[src/rtl/shift_seq_ctrl.sv]
// Serial shift sequencer: takes a word over valid/ready, shifts L bits full-duplex with a
// shift_en strobe every DIV cycles, then returns captured bits over valid/ready.
module shift_seq_ctrl #(
    parameter int WIDTH     = 4,
    parameter int DIV       = 1,
    parameter int MSB_FIRST = 0
) (
    input  logic                         clk,
    input  logic                         rst_n,
    input  logic                         in_valid,
    output logic                         in_ready,
    input  logic [WIDTH-1:0]             in_data,
    input  logic [$clog2(WIDTH+1)-1:0]   in_len,
    input  logic                         abort,
    input  logic                         sin,
    output logic                         sout,
    output logic                         shift_en,
    output logic                         busy,
    output logic                         out_valid,
    input  logic                         out_ready,
    output logic [WIDTH-1:0]             out_data
);
    localparam int LW = $clog2(WIDTH + 1);
    localparam int DW = (DIV > 1) ? $clog2(DIV) : 1;

    typedef enum logic [1:0] {IDLE, SHIFT, HOLD} state_t;

    state_t            state_q;
    logic [WIDTH-1:0]  tx_q;
    logic [WIDTH-1:0]  rx_q;
    logic [LW-1:0]     cnt_q;
    logic [DW-1:0]     div_q;
    logic              in_ready_q;
    logic              sout_q;
    logic              shift_en_q;
    logic              busy_q;
    logic              out_valid_q;

    logic [LW-1:0]     len_d;
    logic [WIDTH-1:0]  tx_load_d;
    logic [WIDTH-1:0]  tx_step_d;
    logic [DW-1:0]     div_d;

    // The transmit register always presents the current bit at its head end.
    function automatic logic head(input logic [WIDTH-1:0] v);
        return (MSB_FIRST != 0) ? v[WIDTH-1] : v[0];
    endfunction

    always_comb begin
        len_d = in_len;
        if (in_len == '0 || in_len > LW'(WIDTH))
            len_d = LW'(WIDTH);
        // MSB-first left-aligns so bit L-1 sits at the head position.
        tx_load_d = (MSB_FIRST != 0) ? (in_data << (LW'(WIDTH) - len_d)) : in_data;
        tx_step_d = (MSB_FIRST != 0) ? (tx_q << 1) : (tx_q >> 1);
        div_d     = (div_q == DW'(DIV - 1)) ? '0 : div_q + DW'(1);
    end

    always_ff @(posedge clk or negedge rst_n) begin
        if (!rst_n) begin
            state_q     <= IDLE;
            tx_q        <= '0;
            rx_q        <= '0;
            cnt_q       <= '0;
            div_q       <= '0;
            in_ready_q  <= 1'b1;
            sout_q      <= 1'b0;
            shift_en_q  <= 1'b0;
            busy_q      <= 1'b0;
            out_valid_q <= 1'b0;
        end else if (abort) begin
            state_q     <= IDLE;
            tx_q        <= '0;
            rx_q        <= '0;
            cnt_q       <= '0;
            div_q       <= '0;
            in_ready_q  <= 1'b1;
            sout_q      <= 1'b0;
            shift_en_q  <= 1'b0;
            busy_q      <= 1'b0;
            out_valid_q <= 1'b0;
        end else begin
            case (state_q)
                IDLE: begin
                    if (in_valid && in_ready_q) begin
                        state_q    <= SHIFT;
                        tx_q       <= tx_load_d;
                        rx_q       <= '0;
                        cnt_q      <= len_d;
                        div_q      <= '0;
                        in_ready_q <= 1'b0;
                        busy_q     <= 1'b1;
                        sout_q     <= head(tx_load_d);
                        shift_en_q <= (DIV == 1);
                    end
                end
                SHIFT: begin
                    div_q      <= div_d;
                    shift_en_q <= (div_d == DW'(DIV - 1));
                    if (shift_en_q) begin
                        rx_q  <= {rx_q[WIDTH-2:0], sin};
                        tx_q  <= tx_step_d;
                        cnt_q <= cnt_q - LW'(1);
                        if (cnt_q == LW'(1)) begin
                            state_q     <= HOLD;
                            sout_q      <= 1'b0;
                            shift_en_q  <= 1'b0;
                            out_valid_q <= 1'b1;
                        end else begin
                            sout_q <= head(tx_step_d);
                        end
                    end
                end
                HOLD: begin
                    if (out_ready) begin
                        state_q     <= IDLE;
                        out_valid_q <= 1'b0;
                        busy_q      <= 1'b0;
                        in_ready_q  <= 1'b1;
                    end
                end
                default: begin
                    state_q    <= IDLE;
                    in_ready_q <= 1'b1;
                end
            endcase
        end
    end

    assign in_ready  = in_ready_q;
    assign sout      = sout_q;
    assign shift_en  = shift_en_q;
    assign busy      = busy_q;
    assign out_valid = out_valid_q;
    assign out_data  = rx_q;

endmodule

[config.mk]
export PLATFORM = sky130hd
export DESIGN_NAME = shift_seq_ctrl
export DESIGN_NICKNAME = d
export VERILOG_FILES = /design/src/rtl/shift_seq_ctrl.sv
export SDC_FILE = /design/constraint.sdc
export NUM_CORES = 1
export LEC_CHECK = 0
export ABC_AREA = 1
export ABC_CLOCK_PERIOD_IN_PS = 1640
export BUFFER_PORTS_ARGS = -buffer_cell sky130_fd_sc_hd__buf_2
export CAP_MARGIN = 20
export CORE_ASPECT_RATIO = 0.8
export CORE_MARGIN = 2
export CORE_UTILIZATION = 55
export CTS_BUF_LIST = sky130_fd_sc_hd__clkbuf_2 sky130_fd_sc_hd__clkbuf_4 sky130_fd_sc_hd__clkbuf_8
export DETAILED_ROUTE_END_ITERATION = 12
export PLACE_DENSITY = 0.92
export SKIP_CTS_REPAIR_TIMING = 1
export SYNTH_ARGS = -nofsm -noshare
export SYNTH_HDL_FRONTEND = slang
export SYNTH_SLANG_ARGS = --single-unit
[constraint.sdc]
create_clock -name clk -period 1.64 [get_ports clk]
set_input_delay 0.164 -clock clk [delete_from_list [all_inputs] [get_ports clk]]
set_output_delay 0.164 -clock clk [all_outputs]
set_load 0.005 [all_outputs]
# ---- Word level (Yosys, flattened, before mapping)
# Index checks and enable logic that the tools add are counted.
dict set report word_totals {
  register_bits 19
  in_bits 13
  word_cells 78
}
dict set report op_classes {
  n_eq_ne 8
  muxes 43
  addsub 2
  reduce_logical 13
  n_bitwise 1
  n_lt_le_gt_ge 1
}
# operator n
set ops {}
lappend ops {{4-bit 2-to-1 mux} 6}
lappend ops {{1-bit 2-to-1 mux} 18}
lappend ops {{4-bit one-hot mux with 2 select lines} 2}
lappend ops {{3-bit 2-to-1 mux} 4}
lappend ops {{3-bit inequality test (second input constant)} 4}
lappend ops {{2-bit 2-to-1 mux} 5}
lappend ops {{1-bit one-hot mux with 2 select lines} 5}
lappend ops {{3-bit AND reduction} 3}
lappend ops {{3-bit nonzero test} 3}
lappend ops {{4-bit AND reduction} 2}
lappend ops {{2-bit one-hot mux with 3 select lines} 1}
lappend ops {{3-bit one-hot mux with 2 select lines} 1}
lappend ops {{3-bit by 1-bit == test with 1-bit output (second input constant)} 1}
lappend ops {{3-bit > comparator (second input constant)} 1}
lappend ops {{3-bit zero test} 1}
lappend ops {{1-bit one-hot mux with 3 select lines} 1}
lappend ops {{3-bit by 1-bit subtractor with 3-bit output (second input constant)} 1}
lappend ops {{2-bit by 1-bit == test with 1-bit output (second input constant)} 1}
lappend ops {{2-bit == test (second input constant)} 1}
lappend ops {{2-bit zero test} 1}
lappend ops {{2-bit inequality test (second input constant)} 1}
lappend ops {{2-bit AND reduction} 1}
lappend ops {{1-bit adder (second input constant)} 1}
lappend ops {{1-bit logical AND} 1}
lappend ops {{other kinds (2)} 2}

# ---- Longest topological paths before layout
# Gate-level depths: netlist of run 1.
dict set report depth {
  depth_word 7
  ltp_mapped 8
  depth_no_buf 7
}

# ---- Worst setup path after synthesis of run 1
# No wires, ideal clock.
dict set report synth_timing {
  kind {reg2reg}
  startpoint {reg in_ready_q (netlist: in_ready)}
  endpoint {reg cnt_q[2]}
  path_slack_ns 0.389
  t_arrival_ns 1.134
  path_stages_with_launch 9
  synth_period_minus_slack_ns 1.251
  path_cell_list {dfstp_2 nand2_1 nand2_1 nand2_2 nand2_2 nand2_2 buf_6 nand2_1 nand2_1}
}
dict set report synth_via {
  elab_chain_len 3
}
# item line
set synth_rtl {}
lappend synth_rtl {{start: declaration} 33} ;# logic in_ready_q;
lappend synth_rtl {{start signal: assignment} 66} ;# in_ready_q <= 1'b1;
lappend synth_rtl {{start signal: assignment} 77} ;# in_ready_q <= 1'b1;
lappend synth_rtl {{start signal: assignment} 91} ;# in_ready_q <= 1'b0;
lappend synth_rtl {{1-bit logical AND} 85} ;# if (in_valid && in_ready_q) begin
lappend synth_rtl {{3-bit inequality test (no source line)} -}
lappend synth_rtl {{3-bit AND reduction (no source line)} -}
lappend synth_rtl {{end signal: assignment} 89} ;# cnt_q <= len_d;
lappend synth_rtl {{end signal: assignment} 103} ;# cnt_q <= cnt_q - LW'(1);
lappend synth_rtl {{end: declaration} 31} ;# logic [LW-1:0] cnt_q;
# Every way passes these cells.
# A chain may end at the register's enable or synchronous reset.

# ---- Final worst setup path of run 1
dict set report layout_timing {
  startpoint {reg in_ready_q (netlist: in_ready)}
  endpoint {reg tx_q[2]}
}
dict set report layout_via {
  elab_chain_len 3
}
# item line
set layout_rtl {}
lappend layout_rtl {{1-bit logical AND} 85}
lappend layout_rtl {{3-bit inequality test (no source line)} -}
lappend layout_rtl {{3-bit AND reduction (no source line)} -}
lappend layout_rtl {{end signal: assignment} 87} ;# tx_q <= tx_load_d;
lappend layout_rtl {{end signal: assignment} 102} ;# tx_q <= tx_step_d;
lappend layout_rtl {{end: declaration} 29} ;# logic [WIDTH-1:0] tx_q;
# Every way passes these cells.

==> metrics.txt, run 1 <==
status finished clean; deepest clock path buffer count 2; Post-DP HPWL 1.63 mm; Final #Nets 177; WS Path Type register to register; FF+latch count, synth 17; Slew headroom 72.8%; register area share after synthesis 43.2%; max cap viols 0; Initial Util 59.6%; DR top layer met4; PnR worst setup slack around 0.29 ns; clock transition at the registers of the reported paths roughly 0.10 ns; commonest non-fill, non-tap cells in the layout 53 x nand2_1, 21 x buf_2, 16 x dfrtp_1; H-tree levels 1; DR WL met3 88 um; first-pass GRT wire length roughly 3.8 mm; die width 51.4 um; vias in the first global route 907; Area contributors post-synth dfrtp_1 41%, nand2_1 20%, nand3_1 5.6%, nor2_1 5.3%, inv_1 4.9%; Yosys warnings 0; RSZ-0062 raised after global routing no; initial antenna violation count 0; mapped cell area 988 um2; worst hold path depth 5; initial DRC count 26; commonest non-fill, non-tap cell in the layout nand2_1; pwr/cell area 945 nW/um2; Synth top area share 40.5%; Post-Place Setup Slack 0.288 ns; DRT Wirelength 2.10 mm; DRC Markers 0; largest net degree at the start of global routing 18; Overall Global Routing Usage 23.3%; via count 957; f_max ~740 MHz; Yosys cell types 18; clock buffer count from CTS 3; Metal-1 WL 959 um; fin. max-slew vios 0; Die Y 41.9 um; Area Overhead vs Synth 15.6%; Overflow after GRT 0; CP endpoint kind register; VDD IR max 0.611 mV; I/O pins 22; core box area 1660 um2; fin crit share 82.1%; clock latency on the worst-skew pair 0.31 ns; CP Max Fanout 11; Fin. Hold Viols 0; Port Buffer Count 21; Mapped Nets 152; Final Wtd Congestion a little under 0.9; setup tns final 0 ns; share of layout cells above drive strength 1 about 23%; worst reg-to-reg path cell count 7; number of diodes 0; clk_skew 0.00579 ns; Root Driver clkbuf_4; static leakage 0.662 nW; worst-margin pin slew between 0.4 and 0.5 ns; leading area contributor after synthesis dfrtp_1; Synth Instances 136; HP Class primary input to register; antenna-violating nets left 0; Sink Count 17; Avg Vias per Cell 5.26; Worst Path Arrival 1.55 ns; Avg Cell Area, Syn 7.27 um2; # setup viols final 0; startpoint types register; number of iterations in the first detailed-routing pass 4; Die ar. around 2200 um2; Critical Path RT 1.84 ns; CTS tree done; Avg WL per Cell roughly 12 um; minimum clock period 1.35 ns; Core Rows 13; met2 WL post-DR 1.01 mm
cells by family after synthesis:
| kind of cell | share of synthesized area [%] |
|---|---|
| compound gates | 4.68 |
| xor+xnor | 0.886 |
| simple gates | 39.9 |
| buf+inv | 7.60 |
| fa+ha+maj | 3.80 |
| flops | 43.2 |
per-layer routing:
layer,global-route usage (%),up-vias
met4,10.0,0
met1,30.9,455
met5,0,-
met3,6.83,5
li1,-,474
met2,35.4,23
through the flow:
stage | power [mW] | area, um2 | util, % | instances | hold slack [ns]
floorplan | 0.744 | 988 | - | 136 | -0.132
CTS | 1.08 | 1130 | 68.3 | 181 | -0.232
global route | 1.16 | 1140 | 68.9 | 182 | 0.182
finish | 1.08 | 1140 | 68.9 | 182 | 0.147
global placement | 0.816 | 1100 | 66.4 | 177 | 0.0998
detailed placement | 0.835 | 1100 | 66.4 | 177 | 0.106
state kept, by name, summed over array words and instances (netlist names):
register and count:
out_valid 1, state_q 2, tx_q 3, busy 1
out_data 4, in_ready 1, shift_en 1, cnt_q 3
sout 1
layout make-up:
class / count / area, um2
Clock buffer: 4 / 30.0
Fill cell: 145 / 517
Inverter: 15 / 56.3
Multi-Input combinational cell: 102 / 487
Sequential cell: 17 / 427
Tap cell: 22 / 27.5
Timing Repair Buffer: 22 / 115
where the power goes:
group,leakage [nW],total (mW),switching (mW),internal (mW)
sequential,0.222,0.522,0.0411,0.481
clock,0.0184,0.251,0.139,0.112
combinational,0.422,0.307,0.193,0.114
worst max-delay path: stages, from the launching register on:
cell,delay [ns]
dfstp_2,0.55
nand2_1,0.07
nand2_1,0.09
nand2_2,0.09
nand2_2,0.13
nand2_2,0.16
nand2_1,0.10
nand2_1,0.06
synth_stat cells:
library cell and number:
nand2_2 5, nand2_1 53, nand4_1 5, xor2_1 1
inv_1 13, buf_4 1, nand3_1 11, nor2_4 1
or2_2 1, dfrtp_1 16, a21oi_4 1, dfstp_2 1
inv_2 2, ha_1 3, buf_6 1, nor2_1 14
a21oi_1 6, nand3b_1 1
final timing paths:
check,from,to,slack (ns)
min in group asynchronous,rst_n,sout$_DFFE_PN0P_,0.30
setup / recovery,in_ready$_DFFE_PN1P_,tx_q[2]$_DFFE_PN0P_,0.29
hold reg to reg,busy$_DFFE_PN0P_,busy$_DFFE_PN0P_,0.48
max in group asynchronous,rst_n,in_ready$_DFFE_PN1P_,1.03
setup reg to reg,in_ready$_DFFE_PN1P_,tx_q[2]$_DFFE_PN0P_,0.29
hold / removal,in_data[1],tx_q[1]$_DFFE_PN0P_,0.15
No activity file was read; power rests on OpenSTA's default activity.
==> run 2: changes to the inputs <==
--- a/config.mk
+++ b/config.mk
@@ -6,7 +6,7 @@
 export NUM_CORES = 1
 export LEC_CHECK = 0
 export ABC_AREA = 1
-export ABC_CLOCK_PERIOD_IN_PS = 1640
+export ABC_CLOCK_PERIOD_IN_PS = 1350
 export BUFFER_PORTS_ARGS = -buffer_cell sky130_fd_sc_hd__buf_2
 export CAP_MARGIN = 20
 export CORE_ASPECT_RATIO = 0.8
==> constraint.sdc (replaced) <==
create_clock -name clk -period 1.35 [get_ports clk]
set_input_delay 0.135 -clock clk [delete_from_list [all_inputs] [get_ports clk]]
set_output_delay 0.135 -clock clk [all_outputs]
set_load 0.005 [all_outputs]
==> run 2 against run 1 <==
Effect of this change: sequential share of layout area decreased by 0.96 points; combinational power up 30%; global-route usage is 1.2 points lower; non-clock buffer count grew 1; largest cell class unchanged; critical path depth is the same; register-to-register slack got worse by 0.23 ns; critical path type unchanged; core utilization increased by 1.8 points; design area grew 2.6%.
==> metrics.txt, run 2 (synthesis results as in run 1) <==
Root Driver clkbuf_4; core box area 1660 um2 (unchanged); Overflow after GRT 0 (unchanged); via count 955 (-0.21%); DR WL met3 156 um (+77%); DRC Markers 0 (unchanged); sequential share of power 47.3% (-1.1 points); first-pass GRT wire length 3.55 mm (-5.9%); Net Sw Power 0.471 mW (+26%); WS Path Type register to register; Final Wtd Congestion 0.831 (-4.3%); Port Buffer Count 21 (unchanged); Core Rows 13 (unchanged); CP endpoint kind register; I/O pins 22 (unchanged); Area Overhead vs Synth 18.6%; clock transition at the registers of the reported paths 0.10 ns (about the same); post-layout util 70.7% (+1.8 points); H-tree levels 1 (unchanged); initial DRC count 25 (-3.8%); antenna-violating nets left 0 (unchanged); clk_skew 0.00761 ns (+0.00182 ns); Final #Nets 178 (+0.56%); share of layout cells above drive strength 1 24.8% (+2.3 points); vias in the first global route 780 (-14%); Critical-path top delay cell dfstp_2; pwr/cell area 1140 nW/um2 (+21%); Avg WL per Cell 12.0 um (+4.5%); VDD IR max 0.809 mV (+32%); clock latency on the worst-skew pair 0.31 ns (about the same); Largest stage delay, worst path 0.55 ns (about the same); worst path bufs/invs 1 (+1); CTS tree done; Critical Path Most Common Cell nand2_2; critical path's top delay family flip-flops; commonest non-fill, non-tap cells in the layout 52 x nand2_1, 21 x buf_2, 16 x dfrtp_1; Critical Path RT 1.59 ns (-0.25 ns); minimum clock period 1.29 ns (-0.0577 ns); final instance area 1170 um2 (+2.6%); DRT Wirelength 2.20 mm (+5.1%); Die Y 41.9 um (unchanged); Slew headroom 69.5% (-3.3 points); clock buffer count from CTS 3 (unchanged); Metal-1 WL 922 um (-3.9%); HP Class primary input to register; static leakage 0.676 nW (+2.0%); Cell Chain, Critical Path nand2_1 -> nand2_2 -> nand2_2 -> nand2_2 -> buf_4 -> nand3_1 -> nand2_1; Switching Fraction 35.1% (+0.59 points); commonest non-fill, non-tap cell in the layout nand2_1; Sink Count 17 (unchanged); status finished clean; number of diodes 0 (unchanged); Worst Path Arrival 1.53 ns (-0.02 ns); DR top layer met4; Avg Vias per Cell 5.22 (-0.75%); # setup viols final 0 (unchanged); flip-flop count of the largest register after layout 4 (unchanged); max cap viols 0 (unchanged); f_max 776 MHz (+4.5%); fin crit share 95.5% (+13 points); number of iterations in the first detailed-routing pass 5 (+1); Fin. Hold Viols 0 (unchanged); largest net degree at the start of global routing 18 (unchanged); Final Hold Slack 0.122 ns (-0.0249 ns); initial antenna violation count 0 (unchanged); RSZ-0062 raised after global routing yes; clock network fraction of total power 23.0% (-0.3 points); Die ar. 2150 um2 (unchanged); Initial Util 59.6% (unchanged); Post-DP HPWL 1.58 mm (-3.5%); setup tns final 0 ns (unchanged); internal power 0.870 mW (+23%); met2 WL post-DR 1.10 mm (+8.5%); Comb pwr share 29.7% (+1.3 points); fin. max-slew vios 0 (unchanged); DP Area 1110 um2 (+0.68%); Overall Global Routing Usage 22.1% (-1.2 points); CP Max Fanout 5 (-6); worst-margin pin slew 0.457 ns (+0.0494 ns); die width 51.4 um (unchanged); startpoint types register; deepest clock path buffer count 2 (unchanged)
[run 2: changes by cell type in the layout (fill, tap and decap cells not counted)]
cell	previous run	this run
buf_4	0	1
nand2_1	53	52
nand2_2	5	4
nand2_4	0	2
nor2_1	14	12
nor2_2	0	1
nor2_4	1	2
[run 2: routing by layer]
layer	global-route usage [%]	vias up
met3	6.47	4
met2	35.9	36
met1	30.1	434
met5	0	-
li1	-	481
met4	3.16	0
[run 2: worst paths after layout]
check | startpoint | endpoint | slack [ns] | cells after the start
max in group asynchronous | rst_n | in_ready$_DFFE_PN1P_ | 0.77 | 2
worst max register to register | in_ready$_DFFE_PN1P_ | out_data[1]$_DFFE_PN0P_ | 0.06 | 7
min in group asynchronous | rst_n | tx_q[2]$_DFFE_PN0P_ | 0.27 | 2
worst max-delay path | in_ready$_DFFE_PN1P_ | out_data[1]$_DFFE_PN0P_ | 0.06 | 7
worst min register to register | busy$_DFFE_PN0P_ | busy$_DFFE_PN0P_ | 0.48 | 2
worst min-delay path | in_data[2] | tx_q[2]$_DFFE_PN0P_ | 0.12 | 5
[run 2: tightest hold or removal path, stage by stage]
cell,delay (ns)
buf_2,0.08
nand2_1,0.05
nand2_1,0.05
nand2_1,0.05
nand2_1,0.04
[run 2: per-stage QoR]
step	total power [mW]	instances	setup WS, ns
finish	1.34	183	0.0612
global route	1.42	183	-0.0125
CTS	1.32	182	0.0151
detailed placement	1.02	178	0.0535
global placement	0.997	178	0.0998
floorplan	0.904	136	0.0992
[run 2: power by group through the flow]
stage                     combinational, mW  sequential [mW]  clock, mW
final                                 0.398            0.634      0.309
after global routing                  0.448            0.645      0.327
after CTS                             0.379            0.634      0.305
after detailed placement              0.373            0.645          0
after global placement                0.356            0.641          0
after floorplan                       0.264            0.640          0
[run 2: final cells by class]
type / instances / area (um2)
clock buffer: 4 / 30.0
fill: 137 / 487
inverter: 15 / 56.3
multi-input combinational: 102 / 509
sequential: 17 / 427
tap: 22 / 27.5
timing repair buffer: 23 / 123
